[src/rtl/fxp_accum_if.sv]
// fxp_accum_if: sample-in / result-out handshake bundle for the fixed-point accumulator
interface fxp_accum_if #(
    parameter int IN_W  = 17,
    parameter int OUT_W = 16
);
    logic [IN_W-1:0]  in;
    logic             in_valid;
    logic             in_last;
    logic             in_ready;
    logic [OUT_W-1:0] out;
    logic             out_valid;
    logic             out_ready;
    logic             overflow;
    modport master (output in, in_valid, in_last, out_ready, input in_ready, out, out_valid, overflow);
    modport slave  (input in, in_valid, in_last, out_ready, output in_ready, out, out_valid, overflow);
endinterface

[src/rtl/fxp_accum.sv]
// fxp_accum: signed fixed-point accumulator with rounding, saturation and sticky wrap detection
module fxp_accum #(
    parameter int IN_WI  = 8,
    parameter int IN_WF  = 9,
    parameter int GUARD  = 4,
    parameter int OUT_WI = 8,
    parameter int OUT_WF = 8,
    parameter int ROUND  = 1
) (
    input logic        clk,
    input logic        rstn,
    fxp_accum_if.slave bus
);
    localparam int AW = IN_WI + GUARD + IN_WF;
    localparam int OW = OUT_WI + OUT_WF;
    localparam int SH = IN_WF - OUT_WF;
    localparam int RB = (ROUND != 0 && SH > 0) ? (1 << (SH - 1)) : 0;
    localparam logic signed [AW:0] RBV  = (AW + 1)'(RB);
    localparam logic signed [AW:0] MAXV = (AW + 1)'((1 << (OW - 1)) - 1);
    localparam logic signed [AW:0] MINV = -MAXV - 1;

    typedef enum logic {ACC, HOLD} state_t;
    state_t state, state_nxt;

    logic signed [AW-1:0] acc, ext, sum;
    logic signed [AW:0]   rnd, shifted;
    logic                 wrap, wrap_neg, add_wrap, wrap_any, neg_dir, sat_hi, sat_lo;
    logic                 accept, drain;
    logic [OW-1:0]        res;

    // datapath: next sum, wrap direction, rounding and saturation of the final value
    always_comb begin
        ext      = AW'(signed'(bus.in));
        sum      = acc + ext;
        add_wrap = (acc[AW-1] == ext[AW-1]) && (sum[AW-1] != acc[AW-1]);
        wrap_any = wrap | add_wrap;
        neg_dir  = add_wrap ? acc[AW-1] : wrap_neg;
        rnd      = (AW + 1)'(sum) + RBV;
        shifted  = rnd >>> SH;
        sat_hi   = wrap_any ? !neg_dir : (shifted > MAXV);
        sat_lo   = wrap_any ? neg_dir  : (shifted < MINV);
        res      = sat_hi ? MAXV[OW-1:0] : sat_lo ? MINV[OW-1:0] : shifted[OW-1:0];
    end

    // next state and handshake outputs derived from the state
    always_comb begin
        bus.in_ready  = (state == ACC);
        bus.out_valid = (state == HOLD);
        accept        = bus.in_ready && bus.in_valid;
        drain         = bus.out_valid && bus.out_ready;
        state_nxt     = (accept && bus.in_last) ? HOLD : drain ? ACC : state;
    end

    // state register
    always_ff @(posedge clk) begin
        if (!rstn) state <= ACC;
        else       state <= state_nxt;
    end

    // accumulator, sticky wrap flag and registered result
    always_ff @(posedge clk) begin
        if (!rstn) begin
            acc          <= '0;
            wrap         <= 1'b0;
            wrap_neg     <= 1'b0;
            bus.out      <= '0;
            bus.overflow <= 1'b0;
        end else if (drain) begin
            acc      <= '0;
            wrap     <= 1'b0;
            wrap_neg <= 1'b0;
        end else if (accept) begin
            acc      <= sum;
            wrap     <= wrap_any;
            wrap_neg <= neg_dir;
            if (bus.in_last) begin
                bus.out      <= res;
                bus.overflow <= wrap_any | sat_hi | sat_lo;
            end
        end
    end
endmodule

[src/flat_wrapper.sv]
// flat-port wrapper written by rule: the top's interface ports become plain ports
module fxp_accum_flat 
#(
    parameter int IN_WI  = 8,
    parameter int IN_WF  = 9,
    parameter int GUARD  = 4,
    parameter int OUT_WI = 8,
    parameter int OUT_WF = 8,
    parameter int ROUND  = 1
)
  (clk, rstn, bus_in, bus_in_valid, bus_in_last, bus_out_ready, bus_in_ready, bus_out, bus_out_valid, bus_overflow);
  fxp_accum_if #(.IN_W(17), .OUT_W(16)) bus_i ();
  input logic clk;
  input logic rstn;
  input wire logic [$bits(bus_i.in)-1:0] bus_in;
  input wire logic [$bits(bus_i.in_valid)-1:0] bus_in_valid;
  input wire logic [$bits(bus_i.in_last)-1:0] bus_in_last;
  input wire logic [$bits(bus_i.out_ready)-1:0] bus_out_ready;
  output wire logic [$bits(bus_i.in_ready)-1:0] bus_in_ready;
  output wire logic [$bits(bus_i.out)-1:0] bus_out;
  output wire logic [$bits(bus_i.out_valid)-1:0] bus_out_valid;
  output wire logic [$bits(bus_i.overflow)-1:0] bus_overflow;
  assign bus_i.in = bus_in;
  assign bus_i.in_valid = bus_in_valid;
  assign bus_i.in_last = bus_in_last;
  assign bus_i.out_ready = bus_out_ready;
  assign bus_in_ready = bus_i.in_ready;
  assign bus_out = bus_i.out;
  assign bus_out_valid = bus_i.out_valid;
  assign bus_overflow = bus_i.overflow;
  fxp_accum #(.IN_WI(IN_WI), .IN_WF(IN_WF), .GUARD(GUARD), .OUT_WI(OUT_WI), .OUT_WF(OUT_WF), .ROUND(ROUND)) u_core (.clk(clk), .rstn(rstn), .bus(bus_i));
endmodule
[config.mk]
export PLATFORM = sky130hd
export DESIGN_NAME = fxp_accum_flat
export DESIGN_NICKNAME = d
export VERILOG_FILES = /design/src/rtl/fxp_accum_if.sv /design/src/rtl/fxp_accum.sv /design/src/flat_wrapper.sv
export SDC_FILE = /design/constraint.sdc
export NUM_CORES = 1
export LEC_CHECK = 0
export BUFFER_PORTS_ARGS = -buffer_cell sky130_fd_sc_hd__buf_4
export CORE_UTILIZATION = 58
export DETAILED_ROUTE_END_ITERATION = 8
export PLACE_DENSITY = 0.8
export SETUP_SLACK_MARGIN = 0.15
export SLEW_MARGIN = 10
export SYNTH_ARGS = -nofsm -noshare
export SYNTH_HDL_FRONTEND = slang
export SYNTH_SLANG_ARGS = --single-unit
[constraint.sdc]
create_clock -name clk -period 7.8 [get_ports clk]
set_input_delay 0 -clock clk [delete_from_list [all_inputs] [get_ports clk]]
set_output_delay 0 -clock clk [all_outputs]
set_load 0.05 [all_outputs]
==> results.yml, run 1 <==
placed_design:
  gp_congestion: 0.984
  io_buffers: 40
  hpwl_um: 6150
clock_network:
  path_clk_slew_ns: 0.09
  cts_root_buf: "clkbuf_8"
  numCtsBuffers: 5
  cts.htree.levels: 2
  cts.sinks: 41
  postCtsHoldBufs: 1
  post_cts_buffers: 0
  clkLatencyLatePin_ns: 0.30
  cts_resized: 0
  clockBufferDepth: 2
  tritoncts: "done"
layout:
  final_cell_mix: "nand2_1, nor2_1, a21oi_1, buf_4, dfxtp_1"
  nets: 497
  drive_gt1_frac: 0.172
  final_common_cell: "nand2_1"
  multi_input_area_um2: 2310
  seqCellArea_um2: 821
  diodes: 0
  fillers: 489
  synthToLayoutAreaGrowth_pct: 13.3
run_status:
  outcome: "completed"
detailed_routing:
  routed_wl_um: 8290
  ant_nets: 0
  drtIter0Drc: 183
  drc: 0
  detail_route.wl_per_cell_um: 15.8
  firstDrtPassIters: 6
  routed_via_density: 6.17
  vias: 3243
grt:
  grt_max_degree: 25
  grt.overflow.total: 0
  grt_pass1_vias: 3047
  track_usage: 0.285
  grt_use_met1: 0.360
  met3_usage: 0.0548
  busiest_layer: "met2"
  antenna_found_initial: 0
  met2_usage: 0.488
  grt_pass1_wl_um: 13800
synth:
  synth_top_flop_cell: "dfxtp_1"
  yosysWarningCount: 0
  synth_area_um2: 3280
  synth_nets: 464
  synth-seq-cells: 41
  syn_area_per_cell_um2: 7.82
  ys_seq_area_frac: 0.250
  synth_edf_count: 0
  synth-async-reset-ratio: 0
  synth_cells: 420
  synth.distinct_cells: 77
sta:
  setup_violations: 0
  maxSlewHeadroom: 0.356
  worstMarginPinSlew_ns: 0.959
  rsz0062_at_grt: "no"
  period_needed_ns: 4.52
  tns_ns: 0
  skew_ns: 0.00580
  fmax_ghz: 0.221
  finalHoldViolations: 0
  fin_crit_sh: 0.579
  final_max_slew_viol_count: 0
  fin_hold_ws_ns: 0.0323
hold_path:
  hp-class: "in -> reg"
worst_setup_path:
  cp-end-kind: "register"
  crit_type: "reg -> reg"
  crit_path_frequent_cell: "nor3_1"
  cp_cell_sequence: "ha_1 > inv_1 > fa_1 > nand2b_1 > a2111oi_0 > nor3_1 > mux2_2 > a311oi_2 > or2_2 > nor3_1 > o311ai_1 > o31ai_1 > o21ai_1 > a211oi_1"
  cp_slowest_cell: "o21ai_1"
  slowest_delay_ns: 0.77
  start_kind: "register"
  worstPathMaxFanout: 13
  cp.required_ns: 7.94
  crit_arrival_ns: 4.65
power:
  p_per_area_nw_per_um2: 225
  ir_drop_mv: 0.118
  leakagePower_nw: 1.50
  total_power_uw: 837
floorplan:
  initial_core_util: 0.600
  coreArea_um2: 5470
  die-area_um2: 5970
  std_cell_rows: 27
  ioPinCount: 41
  die_h_um: 77.3
  die_x_um: 77.3
run:
  maxCapViolCount: 0
[per-layer routing]
| metal | up-vias | part of all wire |
|---|---|---|
| li1 | 1601 | - |
| met1 | 1511 | 0.46 |
| met2 | 117 | 0.47 |
| met3 | 14 | 0.057 |
| met4 | 0 | 0.012 |
| met5 | - | 0 |
[sequential cells by signal (all words and copies together) (netlist names)]
signal,count
u_core.bus.out_valid,1
u_core.bus.overflow,1
u_core.bus.out,16
u_core.acc,21
u_core.wrap,1
u_core.wrap_neg,1
[worst paths after layout]
kind	start	end	slack (ns)	cells after the start
max	u_core.acc[0]	u_core.bus.out[8]	3.28	14
max reg2reg	u_core.acc[0]	u_core.bus.out[8]	3.28	14
min reg2reg	u_core.acc[16]	u_core.acc[16]	0.46	2
min	bus_out_ready	u_core.bus.out_valid	0.03	3
[power breakdown]
group | switching (mW) | internal, mW
clock | 0.0824 | 0.129
combinational | 0.243 | 0.136
sequential | 0.0137 | 0.232
total | 0.339 | 0.497
[stage by stage]
step | setup slack, ns | cells | util | instance area (µm²)
finish | 3.28 | 526 | 0.680 | 3720
global route | 2.95 | 526 | 0.680 | 3720
CTS | 3.33 | 526 | 0.680 | 3720
detailed placement | 3.39 | 517 | 0.653 | 3570
global placement | 3.57 | 517 | 0.653 | 3570
floorplan | 4.01 | 420 | - | 3280
[worst max-delay path, delay by kind of cell, from the launching register on]
family / cells / cell delay (ns)
DFF: 1 / 0.35
muxes: 1 / 0.30
and+or+nand+nor: 4 / 0.61
AOI/OAI and AO/OA: 6 / 2.45
buffers and inverters: 1 / 0.06
adders and majority gates: 2 / 0.59
[logic make-up after synthesis]
| family | count (synthesis) | share of synthesized area |
|---|---|---|
| and+or+nand+nor | 169 | 0.248 |
| DFF | 41 | 0.250 |
| xor gates and xnor gates | 29 | 0.0773 |
| adders and majority gates | 22 | 0.0861 |
| buffers and inverters | 28 | 0.0465 |
| AOI/OAI and AO/OA | 127 | 0.280 |
| muxes | 4 | 0.0126 |
[synth_stat cells (3+ instances only)]
cell type	n	area, µm²
inv_1	12	45.0
nand2b_1	6	37.5
a2111oi_0	4	35.0
ha_1	21	263
a21oi_1	41	205
or2_2	4	25.0
buf_2	4	20.0
xnor2_1	15	131
nor2_1	41	154
nor3_1	6	30.0
dfxtp_1	41	821
o21a_1	4	30.0
a21o_1	4	30.0
o31ai_1	3	22.5
buf_6	3	33.8
o21ai_2	3	26.3
nor2b_1	3	18.8
nand2_1	68	255
a211oi_2	4	50.1
clkbuf_1	4	15.0
or4_1	3	22.5
nand4_1	5	31.3
and2_1	4	25.0
o21ai_0	14	70.1
o211ai_1	4	30.0
xor2_1	14	123
nand3_1	8	40.0
a211oi_1	17	128
mux2i_1	3	30.0
and3_1	4	25.0
[final cells by class]
type / count / share of cell area
clock buffers: 5 / 0.0185
clock inverters: 3 / 0.0185
inverters: 12 / 0.0121
multi-input cells: 351 / 0.621
flip-flops and latches: 41 / 0.221
well taps: 72 / 0.0242
repair buffers: 42 / 0.0854
Power figures use the tool's default switching activity.
==> run 2: changes to the inputs <==
CORE_UTILIZATION = 53   (was 58)
PLACE_DENSITY = 0.77   (was 0.8)
clock period = 3.7 ns   (was 7.8 ns; I/O delays follow)
==> run 2 against run 1 <==
  * The flow now finishes with violations (negative setup slack)
  * Clock power is 47% higher
  * First-iteration DRC count is 140% higher
  * Clock-buffer cell count stayed put
  * Worst setup slack worse by 3.4 ns
  * Hold slack worse by 0.014 ns
  * Wire length is 35% higher
  * Die area is 9.2% higher
  * Largest power group unchanged
==> results.yml, run 2 (same netlist as run 1, synthesis figures left out) <==
run_status:
  outcome: "finished with violations"
  violations: "negative setup slack"
detailed_routing:
  drtIter0Drc: 446
  drc: 0
  detail_route.wl_per_cell_um: 18.8
  ant_nets: 0
  firstDrtPassIters: 5
  vias: 3800
  routed_via_density: 6.39
  routed_wl_um: 11200
clock_network:
  cts.htree.levels: 2
  clkLatencyLatePin_ns: 0.31
  cts.sinks: 41
  cts_root_buf: "clkbuf_8"
  clockBufferDepth: 2
  numCtsBuffers: 5
  path_clk_slew_ns: 0.09
  tritoncts: "done"
sta:
  fmax_ghz: 0.263
  worstMarginPinSlew_ns: 0.945
  fin_hold_ws_ns: 0.0185
  finalHoldViolations: 0
  period_needed_ns: 3.80
  rsz0062_at_grt: "yes"
  tns_ns: -1.20
  fin_crit_sh: 1.03
  setup_slack_ns: -0.0981
  skew_ns: 0.00707
  setup_violations: 16
  maxSlewHeadroom: 0.369
  final_max_slew_viol_count: 0
floorplan:
  die_h_um: 80.7
  die-area_um2: 6520
  ioPinCount: 41
  coreArea_um2: 5960
  die_x_um: 80.7
  initial_core_util: 0.551
  std_cell_rows: 28
power:
  p_per_area_nw_per_um2: 436
  ir_drop_mv: 0.258
  leakagePower_nw: 1.87
layout:
  nets: 563
  synthToLayoutAreaGrowth_pct: 38.7
  largest_reg_flops: 21
  reg_top3: "u_core.acc x21, u_core.bus.out x16"
  fillers: 411
  drive_gt1_frac: 0.379
  diodes: 0
  final_common_cell: "buf_4"
  top_register: "u_core.acc"
  final_cell_mix: "buf_4, nand2_1, dfxtp_1"
hold_path:
  hp-class: "in -> reg"
grt:
  grt_max_degree: 25
  met2_usage: 0.562
  busiest_layer: "met2"
  track_usage: 0.329
  grt_pass1_vias: 3532
  grt_pass1_wl_um: 16400
  met3_usage: 0.0648
  antenna_found_initial: 0
  grt_use_met1: 0.394
  grt.overflow.total: 0
worst_setup_path:
  cp.required_ns: 3.89
  crit_type: "reg -> reg"
  start_kind: "register"
  cp-end-kind: "register"
  worstPathMaxFanout: 7
  crit_arrival_ns: 3.99
placed_design:
  gp_congestion: 0.949
  io_buffers: 40
  hpwl_um: 6910
run:
  maxCapViolCount: 0
==> run 2: cell types whose count changed in the layout (fill, tap and decap cells not counted), sizes merged <==
cell      change
buf          +65
bufinv        -2
clkinv        +2
clkbuf        +1
clkinvlp      +1
inv           -1
==> run 2: layout make-up <==
cell class              instances  area, µm²  share of cell area
repair buffers                108        858               0.188
clock buffers                   5       68.8              0.0151
multi-input cells             351       2650               0.582
well taps                      75       93.8              0.0206
inverters                      12       45.0             0.00988
flip-flops and latches         41        823               0.181
clock inverters                 3       17.5             0.00384
==> run 2: worst paths after layout <==
check,start,to,slack (ns),depth (start not counted)
setup / recovery,u_core.acc[0],u_core.bus.out[13],-0.1,16
hold / removal,bus_out_ready,u_core.bus.out_valid,0.02,3
setup reg to reg,u_core.acc[0],u_core.bus.out[13],-0.1,16
hold reg to reg,u_core.acc[19],u_core.acc[19],0.46,2
==> run 2: worst max-delay path, cell delays in order (launching register included) <==
cell       delay, ns
dfxtp_2         0.35
ha_4            0.13
inv_2           0.03
fa_2            0.34
nand2b_4        0.19
a211oi_4        0.33
buf_4           0.18
mux2i_1         0.10
o2111ai_2       0.10
nand2_2         0.10
or3_4           0.42
or4_4           0.54
a211oi_2        0.25
o22ai_2         0.12
a21oi_4         0.23
clkbuf_16       0.19
a211oi_2        0.06
==> run 2: repair_timing <==
action | 4_1_cts | 5_1_grt
endpoints found under the setup margin | 17 | 17
setup buffers | 12 | 7
cloned | 2 | 0
hold buffers | 1 | 0
hold endpoints to repair | 4 | 0
resized for setup | 40 | 26
pin swaps | 27 | 21
==> run 2: report_power, final <==
part / internal [mW] / switching [mW] / leakage, nW
sequential: 0.490 / 0.0334 / 0.338
clock: 0.131 / 0.180 / 0.0439
combinational: 0.485 / 0.668 / 1.49
total: 1.11 / 0.882 / 1.87
==> run 2: routing by layer <==
metal / wire, µm / vias up
met2: 5310 / 209
li1: - / 1733
met3: 725 / 62
met1: 4590 / 1796
met5: 0 / -
met4: 575 / 0
==> run 2: through the flow <==
step	util	total power, mW	setup WS [ns]	instances	area (µm²)
2_1_floorplan	-	1.15	0.0187	420	3320
3_3_place_gp	0.666	1.45	0.0306	565	3960
3_5_place_dp	0.666	1.46	0.00275	565	3960
4_1_cts	0.736	1.87	0.0691	588	4380
5_1_grt	0.765	2.09	-0.265	595	4560
6_report	0.765	1.99	-0.0981	595	4560
==> run 3: changes to the inputs <==
HOLD_SLACK_MARGIN = 0.06   (was default)
==> run 3 against run 2 <==
  * The run still ends with negative setup slack left
  * Maximum frequency is 0.21% lower
  * Critical path depth is 4 higher
  * Critical endpoint is now u_core.bus.out[6]
  * Die area stayed put
  * Hold slack better by 0.067 ns
  * Largest power group unchanged
  * Clock power hardly changed
==> results.yml, run 3 (same netlist as run 1, synthesis figures left out) <==
run_status:
  outcome: "finished with violations"
  violations: "negative setup slack"
sta:
  setup_violations: 16
  final_max_slew_viol_count: 0
  rsz0062_at_grt: "yes"
  tns_ns: -1.20
  maxSlewHeadroom: 0.354
  fin_hold_ws_ns: 0.0853
  fin_crit_sh: 1.03
  period_needed_ns: 3.81
  fmax_ghz: 0.263
  finalHoldViolations: 0
  setup_slack_ns: -0.106
  skew_ns: 0.00335
  worstMarginPinSlew_ns: 0.966
worst_setup_path:
  crit_type: "reg -> reg"
  critPathTopFamily: "compound AO/OA/AOI/OAI gates"
  r2r-start: "u_core.acc[0]"
  cp_cell_sequence: "ha_4 > inv_2 > fa_2 > nand2b_4 > a211oi_4 > nor2_2 > xnor2_1 > nand4b_1 > buf_4 > buf_6 > buf_6 > buf_4 > nand2_1 > a41oi_2 > o311ai_2 > o31ai_2 > buf_4 > buf_4 > o211ai_1 > a21oi_1"
  crit_arrival_ns: 4.00
  regToRegSetupSlack_ns: -0.11
  slowest_delay_ns: 0.35
  worstPathMaxFanout: 5
  critical_path.startpoint: "u_core.acc[0]"
  cp-endpoint: "u_core.bus.out[6]"
  start_kind: "register"
  crit_buf_inv: 7
  worst-path-stages: 20
  cp.required_ns: 3.90
  crit_path_frequent_cell: "buf_4"
  worstReg2RegEnd: "u_core.bus.out[6]"
  cp-end-kind: "register"
  rr_worst_depth: 20
  cp_slowest_cell: "dfxtp_2"
placed_design:
  place_inst: 565
  hpwl_um: 6910
  gp_congestion: 0.949
  dp_worst_setup_slack_ns: 0.00275
  place_area_um2: 3960
  io_buffers: 40
detailed_routing:
  detail_route.wl_per_cell_um: 18.9
  routed_via_density: 6.40
  dr_wl_met2_um: 5280
  wl_met3_um: 809
  drc: 0
  routed_wl_um: 11300
  vias: 3814
  top_layer_used: "met4"
  ant_nets: 0
  firstDrtPassIters: 5
  drtIter0Drc: 449
  met1Wirelength_um: 4580
layout:
  diodes: 0
  final_common_cell: "buf_4"
  synthToLayoutAreaGrowth_pct: 39.0
  post-route-cell-area_um2: 4570
  largest_reg_flops: 21
  final_cell_mix: "buf_4, nand2_1, dfxtp_1"
  nets: 564
  reg_top3: "u_core.acc x21, u_core.bus.out x16"
  drive_gt1_frac: 0.378
  top_register: "u_core.acc"
  final_core_util: 0.767
  fin_cells: 596
  fillers: 409
floorplan:
  ioPinCount: 41
  coreArea_um2: 5960
  die_h_um: 80.7
  die_x_um: 80.7
  std_cell_rows: 28
  initial_core_util: 0.551
  die-area_um2: 6520
run:
  maxCapViolCount: 0
grt:
  grt_max_degree: 25
  grt_pass1_vias: 3532
  antenna_found_initial: 0
  track_usage: 0.329
  grt_pass1_wl_um: 16400
  grt.overflow.total: 0
clock_network:
  cts_root_buf: "clkbuf_8"
  cts.htree.levels: 2
  clockBufferDepth: 2
  cts.sinks: 41
  clkLatencyLatePin_ns: 0.31
  numCtsBuffers: 5
  path_clk_slew_ns: 0.09
  tritoncts: "done"
power:
  ir_drop_mv: 0.259
  leakagePower_nw: 1.88
  total_power_mw: 1.99
  p_per_area_nw_per_um2: 436
hold_path:
  hp-class: "in -> reg"
==> run 3: how the worst min path moves through the flow <==
stage / from / end / slack (ns) / cells after the start
6_report: bus_in_last / u_core.bus.out_valid / 0.09 / 4
5_1_grt: bus_in_last / u_core.bus.overflow / 0.12 / 3
4_1_cts: bus_in_last / u_core.bus.out_valid / 0.07 / 4
3_5_place_dp: rstn / u_core.bus.out_valid / 0.28 / 2
3_3_place_gp: rstn / u_core.bus.out[15] / 0.27 / 2
2_1_floorplan: rstn / u_core.bus.out[15] / 0.12 / 1
==> run 3: metal layers <==
| metal | GRT usage | up-vias |
|---|---|---|
| met4 | 0.157 | 0 |
| met5 | 0 | - |
| met3 | 0.0648 | 63 |
| met2 | 0.562 | 223 |
| met1 | 0.394 | 1800 |
| li1 | - | 1728 |
==> run 3: report_power, final <==
group	leakage, nW	internal [mW]	switching, mW
clock network	0.0439	0.131	0.180
registers	0.338	0.490	0.0335
logic	1.50	0.486	0.671
total	1.88	1.11	0.885
==> run 3: cell type report <==
class,instances,area (µm²),share of cell area
multi-input combinational,351,2650,0.580
clock buffer,5,68.8,0.0151
clock inverter,3,17.5,0.00384
timing repair buffer,109,868,0.190
inverter,12,45.0,0.00986
tap,75,93.8,0.0205
sequential,41,823,0.180
==> run 3: tightest hold or removal path, cell delays in order <==
cell	delay (ns)
buf_4	0.08
nand2_1	0.08
o21ai_0	0.08
and2_1	0.12
==> run 3: what timing repair did <==
action | 4_1_cts | 5_1_grt
pin swaps | 27 | 21
resized for setup | 40 | 26
hold endpoints to repair | 5 | 0
setup endpoints to repair | 17 | 17
setup buffers | 12 | 7
hold buffers | 2 | 0
gates cloned | 2 | 0
